===== config.mk =====
export PLATFORM = sky130hd
export DESIGN_NAME = grf_mp
export DESIGN_NICKNAME = d
export VERILOG_FILES = /design/src/rtl/grf_mp.sv
export SDC_FILE = /design/constraint.sdc
export NUM_CORES = 2
export LEC_CHECK = 0
export CORE_MARGIN = 10
export CORE_UTILIZATION = 55
export CTS_CLUSTER_SIZE = 28
export DETAILED_ROUTE_END_ITERATION = 6
export PLACE_DENSITY = 0.8
export SYNTH_ARGS = -nofsm -noshare
export SYNTH_HDL_FRONTEND = slang
export SYNTH_SLANG_ARGS = --single-unit

===== constraint.sdc =====
create_clock -name clk -period 9.4 [get_ports clk]
set_input_delay 1.41 -clock clk [delete_from_list [all_inputs] [get_ports clk]]
set_output_delay 1.41 -clock clk [all_outputs]
set_load 0.02 [all_outputs]

===== src/rtl/grf_mp.sv =====
// Register file with two prioritised write ports, optional write-to-read bypass and a pending-write scoreboard.
// Reads, rd_busy and iss_ready are combinational; writes land in 1 cycle; issue is gated only by iss_ready.
module grf_mp #(
    parameter int DATA_W = 32,
    parameter int ADDR_W = 5,
    parameter int NRD    = 2,
    parameter int BYPASS = 1
) (
    input  logic                    clk,
    input  logic                    reset,
    input  logic [NRD*ADDR_W-1:0]   rd_addr,
    output logic [NRD*DATA_W-1:0]   rd_data,
    output logic [NRD-1:0]          rd_busy,
    input  logic                    wr0_en,
    input  logic [ADDR_W-1:0]       wr0_addr,
    input  logic [DATA_W-1:0]       wr0_data,
    input  logic                    wr0_clr,
    input  logic                    wr1_en,
    input  logic [ADDR_W-1:0]       wr1_addr,
    input  logic [DATA_W-1:0]       wr1_data,
    input  logic                    wr1_clr,
    input  logic                    iss_en,
    input  logic [ADDR_W-1:0]       iss_addr,
    output logic                    iss_ready
);

    localparam int NREG = 2**ADDR_W;

    logic [DATA_W-1:0] mem_q [NREG];
    logic [DATA_W-1:0] mem_d [NREG];
    logic [1:0]        cnt_q [NREG];
    logic [1:0]        cnt_d [NREG];
    logic [1:0]        dec   [NREG];
    logic              clr0;
    logic              clr1;
    logic              inc;
    logic [2:0]        sum;
    logic              uflow;

    // Pending count left after this cycle's retirements, floored at zero.
    function automatic logic [1:0] net_cnt(input logic [1:0] c, input logic [1:0] d);
        return (c > d) ? 2'(c - d) : 2'd0;
    endfunction

    assign clr0 = wr0_en & wr0_clr;
    assign clr1 = wr1_en & wr1_clr;

    always_comb begin
        for (int r = 0; r < NREG; r++) begin
            dec[r] = 2'(clr0 && (wr0_addr == ADDR_W'(r))) + 2'(clr1 && (wr1_addr == ADDR_W'(r)));
        end
    end

    // A full counter can still accept an issue when a retirement lands in the same cycle.
    assign iss_ready = (iss_addr == '0) || (cnt_q[iss_addr] != 2'd3) || (dec[iss_addr] != 2'd0);

    always_comb begin
        inc   = 1'b0;
        sum   = 3'd0;
        uflow = 1'b0;
        for (int r = 0; r < NREG; r++) begin
            inc = iss_en && iss_ready && (iss_addr == ADDR_W'(r));
            sum = {1'b0, cnt_q[r]} + {2'b00, inc};
            if (r == 0) begin
                cnt_d[r] = 2'd0;
            end else if (sum < {1'b0, dec[r]}) begin
                cnt_d[r] = 2'd0;
                uflow    = 1'b1;
            end else if ((sum - {1'b0, dec[r]}) > 3'd3) begin
                cnt_d[r] = 2'd3;
            end else begin
                cnt_d[r] = 2'(sum - {1'b0, dec[r]});
            end
        end
    end

    always_comb begin
        for (int r = 0; r < NREG; r++) begin
            mem_d[r] = mem_q[r];
            if (r != 0) begin
                if (wr0_en && (wr0_addr == ADDR_W'(r))) mem_d[r] = wr0_data;
                if (wr1_en && (wr1_addr == ADDR_W'(r))) mem_d[r] = wr1_data;
            end
        end
    end

    always_ff @(posedge clk or negedge reset) begin
        if (!reset) begin
            for (int r = 0; r < NREG; r++) begin
                mem_q[r] <= '0;
                cnt_q[r] <= 2'd0;
            end
        end else begin
            for (int r = 0; r < NREG; r++) begin
                mem_q[r] <= mem_d[r];
                cnt_q[r] <= cnt_d[r];
            end
        end
    end

    for (genvar k = 0; k < NRD; k++) begin : g_rd
        logic [ADDR_W-1:0] a;
        logic [DATA_W-1:0] d;

        assign a = rd_addr[k*ADDR_W +: ADDR_W];

        always_comb begin
            d = mem_q[a];
            if (BYPASS != 0) begin
                if (wr0_en && (wr0_addr == a)) d = wr0_data;
                if (wr1_en && (wr1_addr == a)) d = wr1_data;
            end
            if (a == '0) d = '0;
        end

        assign rd_data[k*DATA_W +: DATA_W] = d;
        assign rd_busy[k] = (a != '0) &&
                            ((BYPASS != 0) ? (net_cnt(cnt_q[a], dec[a]) != 2'd0) : (cnt_q[a] != 2'd0));
    end

    // Retiring more writes than were issued means the pipeline lost track of a destination.
    a_no_underflow: assert property (@(posedge clk) disable iff (!reset) !uflow);

endmodule


# ---- After elaboration in Yosys (flattened, before gate mapping)
# Cells that the tools add are included.
dict set report totals {
  latch_bits 0
  mem_bits_ro 0
  elab_cells 691
  ramBits 0
  out_inout_bits 67
  in_bits 96
  regBits 1054
  memories 0
}
dict set report classes {
  shifts 0
  div 0
  n_eq_ne 98
  reduce_logical 207
  n_addsub 96
  order_cmp 67
  bitwise 5
  n_mul 0
  mux 156
}
# op count
set op_table {}
lappend op_table {{$mux W32} 72}
lappend op_table {{$bmux W32 S5} 2}
lappend op_table {{$eq A5 B5 Y1 const B} 48}
lappend op_table {{$logic_and A1 B1 Y1} 164}
lappend op_table {{$mux W2} 76}
lappend op_table {{$eq A5 B4 Y1 const B} 24}
lappend op_table {{$add A2 B1 Y3} 31}
lappend op_table {{$gt A3 B2 Y1 const B} 31}
lappend op_table {{$lt A3 B2 Y1} 31}
lappend op_table {{$sub A3 B2 Y3} 31}
lappend op_table {{$reduce_bool A2 Y1} 34}
lappend op_table {{$add A1 B1 Y2} 32}
lappend op_table {{$bmux W2 S5} 6}
lappend op_table {{$eq A5 B3 Y1 const B} 12}
lappend op_table {{$eq A5 B2 Y1 const B} 6}
lappend op_table {{$logic_not A5 Y1} 5}
lappend op_table {{$eq A5 B5 Y1} 4}
lappend op_table {{$ge A6 B6 Y1 const B} 3}
lappend op_table {{$not A5 Y6} 3}
lappend op_table {{$eq A5 B1 Y1 const B} 3}
lappend op_table {{$reduce_bool A5 Y1} 2}
lappend op_table {{$gt A2 B2 Y1} 2}
lappend op_table {{$sub A2 B2 Y2} 2}
lappend op_table {{$and A1 B1 Y1} 2}
lappend op_table {{2 further kinds} 3}

# ---- Depth between registers and ports, before layout
dict set report logic_depth {
  ltp_word 15
  mapped_depth 20
  mapped_depth_nobuf 16
}

# ---- Worst setup path after synthesis
# No wires, ideal clock.
dict set report synth_path {
  path_kind {input to output}
  start {input port wr0_addr[4]}
  end {output port rd_busy[1]}
  arrival_ns 5.085
  cell_stages 16
  t_required_ns 7.990
  n_path_buf 3
  path_slack_ns 2.905
  cell_sequence {clkbuf_1 > and2_1 > clkbuf_1 > nand4_1 > buf_2 > nor2_1 > ha_1 > mux4_2 > mux4_2 > mux2_2 > ha_1 > inv_1 > fa_1 > inv_1 > o21ai_0 > and3_1}
}
dict set report synth_via {
  elab_chain_cells 10
  word_cells_on_any_way 104
  cone_classes {add/sub (33); order compare (1); eq/ne (31); mux (4); reduce/logical (35)}
}
# item line_no
set synth_rtl {}
lappend synth_rtl {{from (decl)} 15} ;# input logic [ADDR_W-1:0] wr0_addr,
lappend synth_rtl {{$eq A5 B5 Y1, or another cell as far along} 50} ;# dec[r] = 2'(clr0 && (wr0_addr == ADDR_W'(r))) + 2'(clr1 && (wr1_addr == ADDR_W'(r)));
lappend synth_rtl {{$logic_and A1 B1 Y1} 50}
lappend synth_rtl {{$add A1 B1 Y2} 50}
lappend synth_rtl {{$bmux W2 S5 *} 118} ;# ((BYPASS != 0) ? (net_cnt(cnt_q[a], dec[a]) != 2'd0) : (cnt_q[a] != 2'd0));
lappend synth_rtl {{$mux W2 (implied by the code) * (2 in series)} 118}
lappend synth_rtl {{$sub A2 B2 Y2 / $gt A2 B2 Y1 (equally long branches)} 42} ;# return (c > d) ? 2'(c - d) : 2'd0;
lappend synth_rtl {{$mux W2 *} 42}
lappend synth_rtl {{$reduce_bool A2 Y1 *} 118}
lappend synth_rtl {{$logic_and A1 B1 Y1 *} 117} ;# assign rd_busy[k] = (a != '0) &&
lappend synth_rtl {{to (decl)} 13} ;# output logic [NRD-1:0] rd_busy,
# Mark *: on every way between the ends. The rest lies on a longest branch, timed or not. The select of a mux whose other input is x is not followed.

# ---- Worst setup path in the final report
dict set report layout_path {
  start {input port wr1_addr[1]}
  end {output port rd_busy[1]}
}
dict set report layout_via {
  elab_chain_cells 10
  word_cells_on_any_way 104
  cone_classes {add/sub (33); order compare (1); eq/ne (31); mux (4); reduce/logical (35)}
}
# item line_no
set layout_rtl {}
lappend layout_rtl {{from (decl)} 19} ;# input logic [ADDR_W-1:0] wr1_addr,
lappend layout_rtl {{$eq A5 B5 Y1, or another cell as far along} 50}
lappend layout_rtl {{$logic_and A1 B1 Y1} 50}
lappend layout_rtl {{$add A1 B1 Y2} 50}
lappend layout_rtl {{$bmux W2 S5 *} 118}
lappend layout_rtl {{$mux W2 (implied by the code) * (2 in series)} 118}
lappend layout_rtl {{$sub A2 B2 Y2 / $gt A2 B2 Y1 (equally long branches)} 42}
lappend layout_rtl {{$mux W2 *} 42}
lappend layout_rtl {{$reduce_bool A2 Y1 *} 118}
lappend layout_rtl {{$logic_and A1 B1 Y1 *} 117}
# Marked as above.

==> results.sh <==
export IMPL_fp_dieW_um=386
export IMPL_path_class="input port to output pin"
export IMPL_grt_max_degree=153
export IMPL_async_flop_share_pct=100
export IMPL_dr_total_vias=63200
export IMPL_slew_viol_final=26
export IMPL_grt_util_met1_pct=43.5
export IMPL_netlist_area_um2=73600
export IMPL_synth_cells=7187
export IMPL_design_area_um2=80000
export IMPL_cp_end_kind="output pin"
export IMPL_netlist_top_cell_by_area="dfrtp_1"
export IMPL_num_io_pins=163
export IMPL_cts_htree_levels=3
export IMPL_ir_worst_vdd_mv=0.191
export IMPL_fin_tns_setup_ns=0
export IMPL_worstMarginPinSlew_ns=1.58
export IMPL_ys_top_cells_by_area="dfrtp_1 36%, mux2i_1 16%, mux4_2 15%"
export IMPL_placed_area_um2=76100
export IMPL_grt_busiest_layer="met2"
export IMPL_setup_viol=0
export IMPL_holdBufCountCts=0
export IMPL_finClkSkew_ns=0.0214
export IMPL_yosysSeqAreaShare_pct=35.8
export IMPL_synth_distinct_cells=53
export IMPL_hold_class="flop to flop"
export IMPL_finalHoldViolCount=0
export IMPL_violations="capacitance limit, slew limit"
export IMPL_use_met3_pct=14.0
export IMPL_critPathArrivalTime_ns=6.99
export IMPL_drc=0
export IMPL_critPathMaxFanout=14
export IMPL_gp_congestion=0.952
export IMPL_multi_input_area_um2=43800
export IMPL_yosys_top_cells_count="1169 x mux2i_1, 1054 x dfrtp_1, 856 x nor2_1"
export IMPL_dpl_hpwl_um=147000
export IMPL_max_clock_freq_ghz=0.119
export IMPL_numCtsBuffers=113
export IMPL_layout_drive_gt1_share_pct=15.2
export IMPL_clockBufferDepth=3
export IMPL_yosysWarnings=0
export IMPL_synth_area_per_cell_um2=10.2
export IMPL_floorplan_initialDensity_pct=55.3
export IMPL_drtAntennaViolNets=0
export IMPL_fin_nets=7104
export IMPL_cts_sinks=1054
export IMPL_required_ns=7.99
export IMPL_vias_per_cell=7.28
export IMPL_finish_utilization_pct=60.1
export IMPL_yosysMostFrequentCell="mux2i_1"
export IMPL_total_power_mw=16.6
export IMPL_drt_wl_total_um=270000
export IMPL_use_met2_pct=50.8
export IMPL_die_h_um=386
export IMPL_outcome="finished, violations left"
export IMPL_startpoint_type="input port"
export IMPL_post_drt_wl_per_cell_um=31.1
export IMPL_clk_latency_ns=0.77
export IMPL_cts_setup_buffers=0
export IMPL_synth_nets=7476
export IMPL_ff_latch_area_um2=26400
export IMPL_antenna_found_initial=10
export IMPL_dieArea_um2=149000
export IMPL_fin_hold_ws_ns=0.548
export IMPL_area_growth_pct=8.65
export IMPL_finalCritPeriodShare_pct=89.4
export IMPL_ys_flop_type="dfrtp_1"
export IMPL_rsz0062_at_grt="false"
export IMPL_overflow=0
export IMPL_synth_top_area_share_pct=35.8
export IMPL_drv_cap=1
export IMPL_maxSlewHeadroom_pct=-5.66
export IMPL_ys_ff_latch=1054
export IMPL_io_buffer_count=162
export IMPL_first_global_vias=63400
export IMPL_rows=134
export IMPL_power_density_nw_per_um2=207
export IMPL_grt_pass1_wl_um=399000
export IMPL_core_um2=133000
export IMPL_synth_edff_count=0
export IMPL_p_leak_nw=35.2
export IMPL_cts_tree="done"
export IMPL_finalCriticalPeriod_ns=8.40
export IMPL_grt_usage_pct=35.5
export IMPL_path_clk_slew_ns=0.06
export IMPL_num_fill_cells=10500
export IMPL_drtPass1Iterations=6
export IMPL_cts_resized=0
export IMPL_first_iter_violations=9848
export IMPL_root_buffer="clkbuf_16"
stage by stage:
step,setup WS (ns),instances
finish,0.997,8683
global route,0.903,8676
CTS,1.13,8673
detailed placement,1.15,8468
global placement,1.14,8468
floorplan,2.90,7187
layout make-up:
type / instances / area share, %
antenna: 10 / 0.0313
clock buffer: 157 / 4.05
clock inverter: 48 / 0.721
inverter: 132 / 0.620
multi-input combinational: 5164 / 54.8
sequential: 1054 / 33.0
tap: 1768 / 2.77
timing repair buffer: 350 / 4.00
per-layer routing:
metal	vias to the layer above	part of all wire [%]	routed length, µm
li1	25600	-	-
met5	-	0.034	91
met1	30800	34	90400
met3	1509	16	42800
met4	10	8.7	23400
met2	5255	42	113000
worst paths after layout:
| path | from | to | slack, ns | cells after the start |
|---|---|---|---|---|
| max | wr1_addr[1] | rd_busy[1] | 1.0 | 15 |
| min | mem_q[541] | mem_q[541] | 0.55 | 2 |
| max reg2reg | cnt_q[23] | cnt_q[25] | 5.24 | 12 |
| min reg2reg | mem_q[541] | mem_q[541] | 0.55 | 2 |
| max in group asynchronous | reset | mem_q[379] | 6.65 | 3 |
| min in group asynchronous | reset | mem_q[259] | 0.67 | 1 |
flip-flops by register name (all words and copies together) (netlist names):
signal and flops:
cnt_q 62, mem_q 992
cells in the final DEF (no fill, tap or decap), drive strengths merged, types with 151 or more instances in the layout:
| cell | instances |
|---|---|
| clkdlybuf4s50 | 151 |
| nor2 | 856 |
| mux4 | 493 |
| nand2 | 366 |
| a21oi | 749 |
| o21ai | 376 |
| clkbuf | 157 |
| mux2i | 1169 |
| dfrtp | 1054 |
| buf | 199 |
logic make-up (layout without fill, tap and decap cells):
logic type | Yosys count | count (layout) | share of synthesized area (%)
simple gates | 1563 | 1563 | 8.85
buf+inv | 969 | 687 | 5.46
mux | 1762 | 1762 | 32.5
xor+xnor | 25 | 25 | 0.298
fa+ha+maj | 193 | 193 | 3.93
flops | 1054 | 1054 | 35.8
compound gates | 1621 | 1621 | 13.1
other cells | 0 | 10 | 0
critical path, stage by stage:
cell             delay (ns)
clkdlybuf4s50_1        0.85
nor2b_1                0.85
nand2_1                0.34
nor3_1                 0.34
ha_1                   0.34
mux4_2                 0.49
mux4_2                 0.48
mux2_2                 0.30
ha_1                   0.18
inv_1                  0.07
fa_1                   0.41
inv_1                  0.07
o21ai_0                0.07
and3_1                 0.22
clkdlybuf4s50_1        0.56
where the power goes:
group	switching [mW]	internal (mW)
Sequential	1.06	5.81
Combinational	2.48	2.54
Clock	2.01	2.67
Power figures use the tool's default switching activity.
